File: src/rtl/t_test_pkg.sv
// Shared definitions for the t_test stream (producer and consumer sides).
package t_test_pkg;

  // FSM states of the producer.
  typedef enum logic {
    IDLE = 1'b0,
    SEND = 1'b1
  } t_prod_state_e;

  // Default data word width shared by producer and consumer.
  localparam int T_TEST_DATA_W = 8;

  // Data word carried on the stream at the default width.
  typedef logic [T_TEST_DATA_W-1:0] t_test_data_t;

  // Even parity of a default-width data word.
  function automatic logic t_test_parity(input t_test_data_t d);
    return ^d;
  endfunction

endpackage

File: src/rtl/producer_tick_gen.sv
// Clock-enable divider: emits a one-cycle registered tick every RATIO clk
// cycles while enabled; the count is held at zero while disabled.
module producer_tick_gen #(
  parameter int RATIO = 10
) (
  input  logic clk,
  input  logic rst_n,
  input  logic i_en,
  output logic o_tick
);

  localparam int DIV_W = (RATIO > 1) ? $clog2(RATIO) : 1;
  localparam logic [DIV_W-1:0] DIV_MAX = DIV_W'(RATIO - 1);

  logic [DIV_W-1:0] div_q, div_d;
  logic             tick_q, tick_d;

  // Next divider count and tick; wrap at RATIO-1, clear when disabled.
  always_comb begin
    div_d  = div_q;
    tick_d = 1'b0;
    if (i_en) begin
      tick_d = (div_q == DIV_MAX);
      if (div_q == DIV_MAX) begin
        div_d = {DIV_W{1'b0}};
      end else begin
        div_d = div_q + DIV_W'(1);
      end
    end else begin
      div_d = {DIV_W{1'b0}};
    end
  end

  // Divider and tick registers.
  always_ff @(posedge clk or negedge rst_n) begin
    if (!rst_n) begin
      div_q  <= {DIV_W{1'b0}};
      tick_q <= 1'b0;
    end else begin
      div_q  <= div_d;
      tick_q <= tick_d;
    end
  end

  assign o_tick = tick_q;

endmodule

File: src/rtl/t_test_producer.sv
// Transmit end of the t_test stream: bursts of incrementing words on a
// valid/ready handshake, started by a tick and gated by a toggle switch.
// Optional feature: define T_TEST_PRODUCER_PARITY_EN to add o_parity.
module t_test_producer
  import t_test_pkg::*;
#(
  parameter int DATA_W    = T_TEST_DATA_W,
  parameter int RATIO     = 10,
  parameter int BURST_LEN = 4
) (
  input  logic              clk,
  input  logic              rst_n,
  input  logic              sw,
  input  logic              i_ready,
  output logic              o_valid,
  output logic [DATA_W-1:0] o_data,
  output logic              o_last,
  output logic              o_en,
  output logic              o_overrun
`ifdef T_TEST_PRODUCER_PARITY_EN
  ,
  output logic              o_parity
`endif
);

  localparam int BEAT_W = (BURST_LEN > 1) ? $clog2(BURST_LEN) : 1;
  localparam logic [BEAT_W-1:0] BEAT_LAST = BEAT_W'(BURST_LEN - 1);

  logic              sw_q, sw_d;
  logic              en_q, en_d;
  logic              tick_s;
  logic              hs_s;
  logic [DATA_W-1:0] cnt_inc_s;
  logic [BEAT_W-1:0] beat_inc_s;

  t_prod_state_e     state_q;
  logic [BEAT_W-1:0] beat_q;
  logic [DATA_W-1:0] cnt_q;
  logic              valid_q;
  logic              last_q;
  logic              overrun_q;

  producer_tick_gen #(
    .RATIO (RATIO)
  ) u_tick_gen (
    .clk    (clk),
    .rst_n  (rst_n),
    .i_en   (en_q),
    .o_tick (tick_s)
  );

  // Switch edge detect: each rising edge of sw flips the enable.
  always_comb begin
    sw_d = sw;
    if (sw && !sw_q) begin
      en_d = !en_q;
    end else begin
      en_d = en_q;
    end
  end

  // Switch history and enable registers.
  always_ff @(posedge clk or negedge rst_n) begin
    if (!rst_n) begin
      sw_q <= 1'b0;
      en_q <= 1'b0;
    end else begin
      sw_q <= sw_d;
      en_q <= en_d;
    end
  end

  // Handshake and incremented counters feeding the FSM.
  always_comb begin
    hs_s       = valid_q && i_ready;
    cnt_inc_s  = cnt_q + DATA_W'(1);
    beat_inc_s = beat_q + BEAT_W'(1);
  end

  // Burst FSM; a tick seen while a burst is in flight is dropped and flagged.
  always_ff @(posedge clk or negedge rst_n) begin
    if (!rst_n) begin
      state_q   <= IDLE;
      beat_q    <= {BEAT_W{1'b0}};
      cnt_q     <= {DATA_W{1'b0}};
      valid_q   <= 1'b0;
      last_q    <= 1'b0;
      overrun_q <= 1'b0;
    end else begin
      if (tick_s && (state_q == SEND)) begin
        overrun_q <= 1'b1;
      end
      case (state_q)
        IDLE: begin
          if (tick_s) begin
            state_q <= SEND;
            beat_q  <= {BEAT_W{1'b0}};
            valid_q <= 1'b1;
            last_q  <= (BEAT_LAST == {BEAT_W{1'b0}});
          end
        end
        SEND: begin
          if (hs_s) begin
            cnt_q <= cnt_inc_s;
            if (beat_q == BEAT_LAST) begin
              state_q <= IDLE;
              valid_q <= 1'b0;
              last_q  <= 1'b0;
            end else begin
              beat_q <= beat_inc_s;
              last_q <= (beat_inc_s == BEAT_LAST);
            end
          end
        end
        default: begin
          state_q <= IDLE;
          valid_q <= 1'b0;
          last_q  <= 1'b0;
        end
      endcase
    end
  end

`ifdef T_TEST_PRODUCER_PARITY_EN
  logic parity_q;

  // Parity tracks the data register: it changes only when the word advances.
  always_ff @(posedge clk or negedge rst_n) begin
    if (!rst_n) begin
      parity_q <= 1'b0;
    end else if (hs_s && (state_q == SEND)) begin
      parity_q <= ^cnt_inc_s;
    end else begin
      parity_q <= parity_q;
    end
  end

  assign o_parity = parity_q;
`endif

  assign o_valid   = valid_q;
  assign o_data    = cnt_q;
  assign o_last    = last_q;
  assign o_en      = en_q;
  assign o_overrun = overrun_q;

endmodule

File: config.mk
export PLATFORM = sky130hd
export DESIGN_NAME = t_test_producer
export DESIGN_NICKNAME = d
export VERILOG_FILES = /design/src/rtl/t_test_pkg.sv /design/src/rtl/producer_tick_gen.sv /design/src/rtl/t_test_producer.sv
export SDC_FILE = /design/constraint.sdc
export NUM_CORES = 1
export LEC_CHECK = 0
export BUFFER_PORTS_ARGS = -buffer_cell sky130_fd_sc_hd__buf_2
export CAP_MARGIN = 15
export CORE_MARGIN = 10
export CORE_UTILIZATION = 57
export CTS_CLUSTER_DIAMETER = 150
export DETAILED_ROUTE_END_ITERATION = 8
export PLACE_DENSITY_LB_ADDON = 0.3
export SLEW_MARGIN = 25
export SYNTH_ARGS = -nofsm -noshare
export SYNTH_HDL_FRONTEND = slang
export SYNTH_SLANG_ARGS = --single-unit
File: constraint.sdc
create_clock -name clk -period 3.65 [get_ports clk]
set_input_delay 0.73 -clock clk [delete_from_list [all_inputs] [get_ports clk]]
set_output_delay 0.73 -clock clk [all_outputs]
set_load 0.1 [all_outputs]
==> summary.md, run 1 <==
The flow ran to the end, and the final reports show no timing, DRC or antenna violations. Synthesis produced 83 cells. The logs give 0.00823 ns for the worst-case clock skew and 0 for the post-detailed-route DRC marker count. Most common cell after layout, fill and taps aside: sky130_fd_sc_hd__dfrtp_1.

The number of filler instances in the final layout came out at 127. Adding up every negative setup slack in the final design gives 0 ns. Unique cell type count in the Yosys netlist: 30. The kind of cell with the highest combined delay along the critical path is flip-flops. For the post-cts sizing count, the log shows 0. The total number of yosys warnings was 0; the adder-cell area share of the yosys netlist was 3.98%. The die covers 3680 um^2. The repair_antennas step left the layout with diodes totalling 0.

The via count of the routed design is 640, and the endpoint arrival time on the critical path is 1.29 ns. The reg-to-reg setup timing slack was 2.32 ns; the mean area per synthesized cell was 11.4 um^2. TritonCTS created 3 clock buffers. The buffer count from post-CTS setup fixing is 0. Cells fill 68.3% of the core in the end. For the initial core utilization, the log shows 61.1%. The share of the clock period used by the worst path was 55.4%; the complex-gate fraction of the synthesized area was 7.57%.

The design draws 0.778 mW. The congestion estimate from routability-driven global placement came to 0.721. The number of buffers between clock root and the deepest sink is 2, and the y dimension of the die is 60.7 um. The tools report the number of failing hold endpoints at the final stage as 0.

Summed over all layers, the routed wires come to 1710 um. The maximum level of the CTS H-tree is 1, and the cell count along the critical path is 1. The library cells used most frequently in the layout, excluding fill and tap cells, are sky130_fd_sc_hd__dfrtp_1 (21), sky130_fd_sc_hd__buf_2 (15), sky130_fd_sc_hd__nand2_1 (7), sky130_fd_sc_hd__xnor2_1 (6), sky130_fd_sc_hd__nand3_1 (5). For the number of antenna violations at the first check in global routing, the log shows 0. The endpoint of the lowest-slack register-to-register path was beat_q[0]. The signal on the critical path passes through buf_2. In the global route stage, overall resource usage came out at 9.99%.

The required time of the critical path is 2.92 ns, and the I/O pin total is 16. TritonCTS built the clock tree. The first global-routing pass estimated 2830 um of wire. The tools report the master cell of the clock root buffer as sky130_fd_sc_hd__clkbuf_4. The number of buffer and inverter stages on the critical path came out at 1. STA classifies the critical path endpoint as a primary output. For the number of global-route vias before repair, the log shows 631. After floorplanning, the core was divided into 14 placement rows. In this run the power density over the cells is 739 nW/um^2. For the iteration count of the initial detailed-routing pass, the log shows 4. Of the total synthesized cell area, the portion taken by XOR and XNOR cells is 9.30%.

STA classifies the critical path startpoint as a flip-flop. The final-report setup violation count was 0. Setup repair after global routing left no endpoint under its margin. The run gives 12 as the initial detailed-routing violation count. From synthesis to final layout, the design area changed by 11.7%.

The largest individual stage delay along the critical path comes from the cell sky130_fd_sc_hd__dfrtp_1. The simple-gate portion of the synthesized area is 18.5%. The dominant combinational cell family by area after synthesis was simple AND/OR/NAND/NOR gates. At the pin with the least slew margin, the transition time is 0.490 ns.

In this run the tightest slew margin relative to its limit is 67.6%. In this run the worst setup path terminates at o_valid. The critical path in this run is classified as reg2out. After clock tree synthesis, the clock-pin slew on the worst setup and hold paths is 0.12 ns. In this run the worst setup path begins at o_valid. The peak fanout along the critical path is 9. The startpoint identified for the worst register-to-register timing path is beat_q[0]. The number of port buffers is 15, and the worst-case vdd ir drop is 447 uV.

The tree built by TritonCTS fans out to 21 sinks. In the synthesized netlist, mux cells make up 2.39% of the area. The cell area that synthesis handed to floorplanning was 942 um^2.

The logs give 22 for the pin count of the biggest net entering global routing and 0.560 nW for the reported leakage power. In this run the remaining antenna-violating nets after routing total 0. The hold buffer count at CTS was 0; the smallest setup slack after layout was 1.63 ns.

The path type of the worst min-delay path is in2async. At the end of the flow, the number of nets in the layout was 108. The insertion delay to the later sink of the worst-skew pair was 0.30 ns. Summing all multi-input logic gate instances after layout gives 393 um^2. In the routed layout, each cell is associated on average with a via count of 5.52. Measured along the x axis, the die boundary spans 60.7 um.

In this run, synthesis produced a sequential element count of 21. Summing all flip-flop and latch instances after layout gives 526 um^2. The tools report the pre-CTS setup slack as 1.96 ns. After global routing the overflow that remains totals 0.

The area inside the core boundary is 1540 um^2, and the fraction of final layout cells sized beyond drive strength 1 is 21.0%. The average wire length per cell after detail routing was 14.8 um; the maximum achievable frequency was 494 MHz. Measured in cells, the most critical reg-to-reg path has a length of 4.

Across the run, the number of max-cap violations was 0. The final number of max-transition violations is 0. The worst path needs 2.02 ns of the cycle, external delays included. The number of nets in the synthesized netlist is 90.

The critical path's largest stage delay was 0.51 ns; the detailed placement HPWL was 1280 um. The sequential cell area fraction in the yosys report is 55.8%.
synthesized netlist by cell type:
cell type / instances / area share (%)
sky130_fd_sc_hd__o21ai_0: 2 / 1.1
sky130_fd_sc_hd__a22o_1: 1 / 0.93
sky130_fd_sc_hd__inv_1: 3 / 1.2
sky130_fd_sc_hd__a21boi_0: 1 / 0.80
sky130_fd_sc_hd__nand3b_1: 1 / 0.80
sky130_fd_sc_hd__and4_1: 1 / 0.93
sky130_fd_sc_hd__ha_1: 3 / 4.0
sky130_fd_sc_hd__mux2_2: 1 / 1.2
sky130_fd_sc_hd__xnor2_1: 6 / 5.6
sky130_fd_sc_hd__and3_1: 1 / 0.66
sky130_fd_sc_hd__xor2_1: 4 / 3.7
sky130_fd_sc_hd__a41oi_1: 1 / 0.93
sky130_fd_sc_hd__a21oi_1: 1 / 0.53
sky130_fd_sc_hd__nand2b_1: 1 / 0.66
sky130_fd_sc_hd__buf_4: 1 / 0.80
sky130_fd_sc_hd__mux2_1: 1 / 1.2
sky130_fd_sc_hd__nor2_1: 4 / 1.6
sky130_fd_sc_hd__and3b_1: 1 / 0.93
sky130_fd_sc_hd__o311ai_1: 1 / 0.93
sky130_fd_sc_hd__and2_1: 1 / 0.66
sky130_fd_sc_hd__nand4_2: 1 / 1.3
sky130_fd_sc_hd__nor3_1: 4 / 2.1
sky130_fd_sc_hd__buf_2: 1 / 0.53
sky130_fd_sc_hd__dfrtp_1: 21 / 56
sky130_fd_sc_hd__nor2b_1: 4 / 2.7
sky130_fd_sc_hd__o21a_1: 1 / 0.80
sky130_fd_sc_hd__nand3_1: 5 / 2.7
sky130_fd_sc_hd__nand2_1: 7 / 2.8
sky130_fd_sc_hd__a21o_1: 2 / 1.6
sky130_fd_sc_hd__nand4_1: 1 / 0.66
worst min-delay path by stage:
stage          startpoint         to
2_1_floorplan       rst_n  beat_q[0]
3_3_place_gp    o_overrun  o_overrun
3_5_place_dp    o_overrun  o_overrun
4_1_cts             rst_n  o_data[0]
5_1_grt             rst_n  o_data[0]
6_report            rst_n  o_data[1]
final cells by class:
| cell class | instances | area share, % |
|---|---|---|
| sequential | 21 | 49.9 |
| multi-input combinational | 57 | 37.3 |
| tap | 16 | 1.90 |
| inverter | 3 | 1.07 |
| clock buffer | 3 | 2.14 |
| clock inverter | 1 | 0.476 |
| timing repair buffer | 15 | 7.13 |
per-stage QoR:
stage / area [um^2] / hold slack [ns] / cells
after floorplan: 942 / 0.434 / 83
after CTS: 1050 / 0.365 / 116
after global placement: 1020 / 0.439 / 112
after global routing: 1050 / 0.374 / 116
after detailed placement: 1020 / 0.452 / 112
final: 1050 / 0.359 / 116
layer usage:
| layer | track usage (%) | share of wire, % | up-vias |
|---|---|---|---|
| met5 | 0 | 0 | - |
| met4 | 5.64 | 0.64 | 0 |
| met3 | 2.51 | 6.7 | 2 |
| met2 | 15.3 | 48 | 12 |
| met1 | 12.5 | 45 | 303 |
| li1 | - | - | 323 |
state kept, by name, summed over array words and instances, names as in the netlist:
| signal | cells |
|---|---|
| beat_q | 2 |
| o_overrun | 1 |
| state_q | 1 |
| o_data | 8 |
| o_en | 1 |
| sw_q | 1 |
| u_tick_gen.o_tick | 1 |
| o_valid | 1 |
| o_last | 1 |
| u_tick_gen.div_q | 4 |
logic make-up after synthesis:
group                    after synthesis
XOR/XNOR                              10
buffers and inverters                  5
adder cells (fa/ha/maj)                3
AO/OA/AOI/OAI                         10
AND/OR/NAND/NOR                       32
flip-flops                            21
multiplexers                           2
power breakdown:
group	switching [mW]	leakage [nW]	total [mW]	internal (mW)
Sequential	0.0640	0.277	0.345	0.281
Clock	0.0699	0.0177	0.111	0.0408
Combinational	0.246	0.265	0.323	0.0767
Total	0.380	0.560	0.778	0.398
Note: power is estimated with default switching activity, not from simulation.
==> run 2, diff against run 1 <==
Settings changed: CORE_UTILIZATION 57 to 53.
Clock period 3.65 ns to 1.9 ns, I/O delays scaled along.
==> run 2 against run 1 <==
Compared with the run above: global-route usage is 1.8 points lower; sequential power is 91% higher; critical path type unchanged; register-to-register slack worse by 1.7 ns; largest power group unchanged.
==> summary.md, run 2 (same netlist as run 1, synthesis figures left out) <==
The run gives 1190 um (-6.8%) as the detailed placement HPWL. For the total wire length, the log shows 1520 um (-11%). Post-cts sizing count: 0 (unchanged).

The chip width is 62.2 um (+2.5%). Most common cell after layout, fill and taps aside: sky130_fd_sc_hd__dfrtp_1. The post-detailed-route DRC marker count is 0 (unchanged). The worst setup path is of the reg2out kind. Element type at the critical path start: a flip-flop. The worst-case clock skew was 0.00507 ns (-0.00316 ns); the clock period minus worst slack was 1.65 ns.

The buffer count from post-CTS setup fixing is 0 (unchanged). The required time of the critical path was 1.52 ns (-1.40 ns); the clock transition at the registers of the reported paths was 0.11 ns (about the same). The logs give 1040 um^2 (+1.1%) for the placement-stage cell area and 15 (+1) for the number of rows in the core area. Setup repair after global routing left no endpoint under its margin. The tools report the initial detailed-routing violation count as 11 (-1). The floorplan die area is 3860 um^2 (+5.0%), and the post-synthesis to final-layout area growth is 12.9%. Dividing the final minimum period by the clock period gives 86.7%. The pre-CTS setup slack was 0.579 ns (-1.38 ns). For the overall power after layout, the log shows 1.47 mW (+89%).

The kind of cell adding the most delay to the critical path is flip-flops. The sequential standard cell area came out at 526 um^2 (unchanged). The logs give 0 (unchanged) for the number of antenna diodes and 22 (unchanged) for the pin count of the biggest net entering global routing. The final number of max-transition violations was 0 (unchanged).

The number of clock sinks seen by CTS is 21 (unchanged). The final instance area came out at 1060 um^2 (+1.1%). The peak fanout along the critical path was 9 (unchanged); the y dimension of the die was 62.2 um (+2.5%). Area of the multi-input gates: 393 um^2 (unchanged). The final RePlAce weighted congestion is 0.794 (+10%). The run gives 16 (unchanged) as the I/O pin total. The tools report the hold buffer count at CTS as 0 (unchanged). Endpoint of the lowest-slack register-to-register path: beat_q[0]. The critical path's largest stage delay works out to 0.50 ns (about the same).

The via count of the routed design was 628 (-1.9%); the number of routed nets with antenna violations was 0 (unchanged). The cell with the largest stage delay on the worst path is sky130_fd_sc_hd__dfrtp_1. In this run the worst setup path terminates at o_valid. The logs give 67.5% (-0.11 points) for the remaining max-slew budget at the tightest pin and 1 (unchanged) for the maximum level of the CTS H-tree. Traced cell by cell, the critical path runs through buf_2.

The number of global-route vias before repair was 625 (-0.95%). For the number of antenna violations at the first check in global routing, the log shows 0 (unchanged). The library cells used most frequently in the layout, excluding fill and tap cells, are sky130_fd_sc_hd__dfrtp_1 (21), sky130_fd_sc_hd__buf_2 (15), sky130_fd_sc_hd__nand2_1 (7), sky130_fd_sc_hd__xnor2_1 (6), sky130_fd_sc_hd__nand3_1 (5).

The worst-case vdd ir drop was 836 uV (+87%); the first-pass GRT wire length was 2690 um (-4.9%). The tools report the endpoint kind of the worst setup timing path as a primary output. The number of buffer and inverter stages on the critical path was 1 (unchanged); the number of failing hold endpoints at the final stage was 0 (unchanged).

The overflow left after global routing is 0 (unchanged). The area inside the core boundary was 1710 um^2 (+11%); the initial core utilization was 55.2% (-6.0 points). The worst hold path belongs to the class in2async. The setup TNS after final layout came out at 0 ns (unchanged). The number of flip-flops under the largest register name is 8 (unchanged).

The maximum achievable frequency was 607 MHz. The tools report the iteration count of the initial detailed-routing pass as 2 (-2). TritonCTS built the clock tree. Transition time of the tightest slew-check pin: 0.491 ns (+0.00159 ns). The average wire length per cell after detail routing is 12.2 um (-18%), and the final net count is 108 (unchanged). The reg-to-reg setup timing slack was 0.61 ns (-1.71 ns); the cell count along the critical path was 1 (unchanged). The run finished with clean final reports. The via density per instance was 5.02 (-8.9%); the number of port buffers was 15 (unchanged).

For the utilization after layout, the log shows 62.3% (-6.0 points). Tracing the worst setup path back leads to its startpoint at o_valid. The tree is rooted in a sky130_fd_sc_hd__clkbuf_4. Fraction of final layout cells sized beyond drive strength 1: 21.0% (unchanged). Number of buffers added by the clock tree synthesis step: 3 (unchanged).

The number of filler instances in the final layout is 159 (+25%). The logs give 121 (+8.0%) for the total placed cells including tap cells and 0 (unchanged) for the final-report setup violation count. The insertion delay to the later sink of the worst-skew pair came out at 0.29 ns (about the same). Final hold slack: 0.00991 ns (-0.349 ns). For the number of buffers between clock root and the deepest sink, the log shows 2 (unchanged). For the reported leakage power, the log shows 0.560 nW (unchanged). The logs give 125 (+7.8%) for the final non-filler cell total and 1.27 ns (-0.02 ns) for the endpoint arrival time on the critical path. For the aggregate global-route resource usage, the log shows 8.15% (-1.8 points). The total of max-cap violations is 0 (unchanged), and the number of cells traversed by the worst register-to-register path is 4 (unchanged). The tools report the smallest setup slack after layout as 0.252 ns (-1.38 ns). Power per unit of standard cell area: 1380 nW/um^2 (+87%). Worst reg2reg path startpoint: beat_q[1].
-- run 2: cell counts in the layout (fill, tap and decap cells not counted) --
Identical to the previous run, type by type.
-- run 2: how the worst min path moves through the flow --
stage / slack, ns / from / endpoint
after detailed placement: 0.35 / rst_n / beat_q[1]
final: 0.01 / rst_n / o_last
after CTS: 0.02 / rst_n / o_last
after global placement: 0.35 / rst_n / beat_q[1]
after floorplan: 0.08 / rst_n / beat_q[0]
after global routing: 0.02 / rst_n / o_data[4]
-- run 2: metal layers --
| metal | wire (um) | vias up | GRT usage [%] |
|---|---|---|---|
| met2 | 768 | 7 | 13.7 |
| li1 | - | 317 | - |
| met4 | 17 | 0 | 3.71 |
| met1 | 670 | 302 | 9.03 |
| met5 | 0 | - | 0 |
| met3 | 64 | 2 | 2.69 |
-- run 2: area by class of cell --
type | instances | area share [%]
Inverter | 3 | 1.06
Timing Repair Buffer | 15 | 7.06
Multi-Input combinational cell | 57 | 36.9
Clock buffer | 3 | 2.12
Tap cell | 25 | 2.94
Clock inverter | 1 | 0.471
Sequential cell | 21 | 49.4
-- run 2: report_power, final --
part	total [mW]	internal [mW]	switching [mW]
clock	0.204	0.0782	0.126
sequential	0.658	0.539	0.118
combinational	0.610	0.144	0.466
total	1.47	0.762	0.710
==> run 3, diff against run 2 <==
Settings changed: ABC_CLOCK_PERIOD_IN_PS from default to 2100, CORE_UTILIZATION 53 to 57.
Clock period 1.9 ns to 2.1 ns, I/O delays scaled along.
==> run 3 against run 2 <==
Compared with the run above: final cell count shrank 7.2%; critical path depth stayed put; clock power decreased by 7%; sequential power down 9.0%; cell area fell by 1.1%; combinational power decreased by 8.7%; core utilization increased by 6.0 points; non-clock buffer count unchanged; die area is 4.8% lower.
==> summary.md, run 3 (same netlist as run 1, synthesis figures left out) <==
The flow ran to the end, and the final reports show no timing, DRC or antenna violations. The utilization after layout is 68.3% (+6.0 points), and the via density per instance is 5.61 (+12%). The logs give 67.5% (about the same) for the remaining max-slew budget at the tightest pin and 704 uV (-16%) for the worst-case vdd ir drop.

Via count of the routed design: 651 (+3.7%). The final-report setup violation count was 0 (unchanged); the share of the clock period used by the worst path was 81.6%. The overall power after layout was 1.34 mW (-8.6%); the number of buffer and inverter stages on the critical path was 1 (unchanged). The run gives 0 ns (unchanged) as the setup TNS after final layout.

The tools report the number of antenna violations at the first check in global routing as 0 (unchanged). The number of buffers between clock root and the deepest sink was 2 (unchanged). The detailed placement HPWL came out at 1220 um (+2.6%).

In the layout the commonest cells are sky130_fd_sc_hd__dfrtp_1 (21), sky130_fd_sc_hd__buf_2 (15), sky130_fd_sc_hd__nand2_1 (7), sky130_fd_sc_hd__xnor2_1 (6), sky130_fd_sc_hd__nand3_1 (5). Number of global-route vias before repair: 645 (+3.2%). The chip width is 60.7 um (-2.4%). The tools report the aggregate global-route resource usage as 10.1% (+1.9 points). The number of port buffers came out at 15 (unchanged). The critical path's largest stage delay is 0.51 ns (about the same), and the peak fanout along the critical path is 9 (unchanged). The logs give 3680 um^2 (-4.8%) for the floorplan die area and 526 um^2 (unchanged) for the sequential standard cell area. For this design, the slowest cell found on the critical path is sky130_fd_sc_hd__dfrtp_1. The reported leakage power is 0.560 nW (unchanged). The tools report the area inside the core boundary as 1540 um^2 (-9.7%). The critical path goes through buf_2. The buffer count from post-CTS setup fixing was 0 (unchanged). TritonCTS built the clock tree. The fraction of final layout cells sized beyond drive strength 1 works out to 21.0% (unchanged). The post-detailed-route DRC marker count is 0 (unchanged). The area of the multi-input gates is 393 um^2 (unchanged), and the required time of the critical path is 1.68 ns (+0.16 ns). The tools report the iteration count of the initial detailed-routing pass as 4 (+2). Placement-stage cell area: 1020 um^2 (-1.1%). The y dimension of the die was 60.7 um (-2.4%); the maximum level of the CTS H-tree was 1 (unchanged).

Counting I/O delays and the setup requirement, the final critical path takes 1.71 ns. The overflow left after global routing is 0 (unchanged). The clock transition at the registers of the reported paths was 0.11 ns (about the same); the initial core utilization was 61.1% (+6.0 points). The number of routed nets with antenna violations was 0 (unchanged).

The tools report the post-cts sizing count as 0 (unchanged). The tools report the endpoint arrival time on the critical path as 1.29 ns (+0.02 ns). The transition time of the tightest slew-check pin works out to 0.491 ns (+0.000152 ns).

The worst setup path is launched from a flip-flop. Number of flip-flops under the largest register name: 8 (unchanged). Most common cell after layout, fill and taps aside: sky130_fd_sc_hd__dfrtp_1.

Total wire length: 1670 um (+10%). The number of antenna diodes came out at 0 (unchanged). The total of max-cap violations came out at 0 (unchanged). The path type of the worst min-delay path was in2async. The final net count is 108 (unchanged). Insertion delay to the later sink of the worst-skew pair: 0.30 ns (about the same).

The number of filler instances in the final layout is 130 (-18%), and the final RePlAce weighted congestion is 0.722 (-9.1%). For the final number of max-transition violations, the log shows 0 (unchanged). In this run the clock root is driven by a sky130_fd_sc_hd__clkbuf_4. The initial detailed-routing violation count is 21 (+10). For the number of failing hold endpoints at the final stage, the log shows 0 (unchanged).

The number of rows in the core area is 14 (-1). The run gives 0.386 ns (+0.134 ns) as the smallest setup slack after layout. The logs give 116 (-7.2%) for the final non-filler cell total and 0.0493 ns (+0.0394 ns) for the final hold slack. The run gives 2880 um (+6.9%) as the first-pass GRT wire length.

The logs give 1050 um^2 (-1.1%) for the final instance area and 583 MHz for the maximum achievable frequency. The run gives 3 (unchanged) as the number of buffers added by the clock tree synthesis step. The pre-CTS setup slack was 0.727 ns (+0.148 ns). The cell family contributing the most delay on the critical path is flip-flops. The number of clock sinks seen by CTS is 21 (unchanged). The worst setup path is of the reg2out kind. For the I/O pin total, the log shows 16 (unchanged). Total placed cells including tap cells: 112 (-7.4%). The area growth from synthesis to layout is 11.7%. The tools report the pin count of the biggest net entering global routing as 22 (unchanged). The hold buffer count at CTS was 0 (unchanged). The power per unit of standard cell area works out to 1280 nW/um^2 (-7.7%). Setup repair after global routing left no endpoint under its margin. Average wire length per cell after detail routing: 14.4 um (+19%).

The tools report the endpoint kind of the worst setup timing path as a primary output. The worst-case clock skew is 0.00215 ns (-0.00292 ns).
## run 3: cell counts in the layout (fill, tap and decap cells not counted)
Identical to the previous run, type by type.
## run 3: path summary, 6_finish.rpt
path,from,end,slack (ns),cells past startpoint
worst max-delay path,o_valid,o_valid,0.39,1
worst min register to register,o_overrun,o_overrun,0.47,1
max in group asynchronous,rst_n,o_overrun,1.74,1
min in group clk,sw,sw_q,0.24,1
worst max register to register,beat_q[0],beat_q[0],0.78,4
worst min-delay path,rst_n,o_data[6],0.05,1
## run 3: final cells by class
class | instances | share of cell area [%]
flip-flops and latches | 21 | 49.9
multi-input cells | 57 | 37.3
repair buffers | 15 | 7.13
clock buffers | 3 | 2.14
well taps | 16 | 1.90
inverters | 3 | 1.07
clock inverters | 1 | 0.476
## run 3: power breakdown
part           switching (mW)  internal, mW
clock                   0.118        0.0709
sequential              0.111         0.488
combinational           0.424         0.132
total                   0.654         0.691
## run 3: layer usage
metal,GRT usage [%],share of wire (%)
met1,12.3,45
met2,16.0,48
met3,2.92,5.9
met4,4.70,1.2
met5,0,0
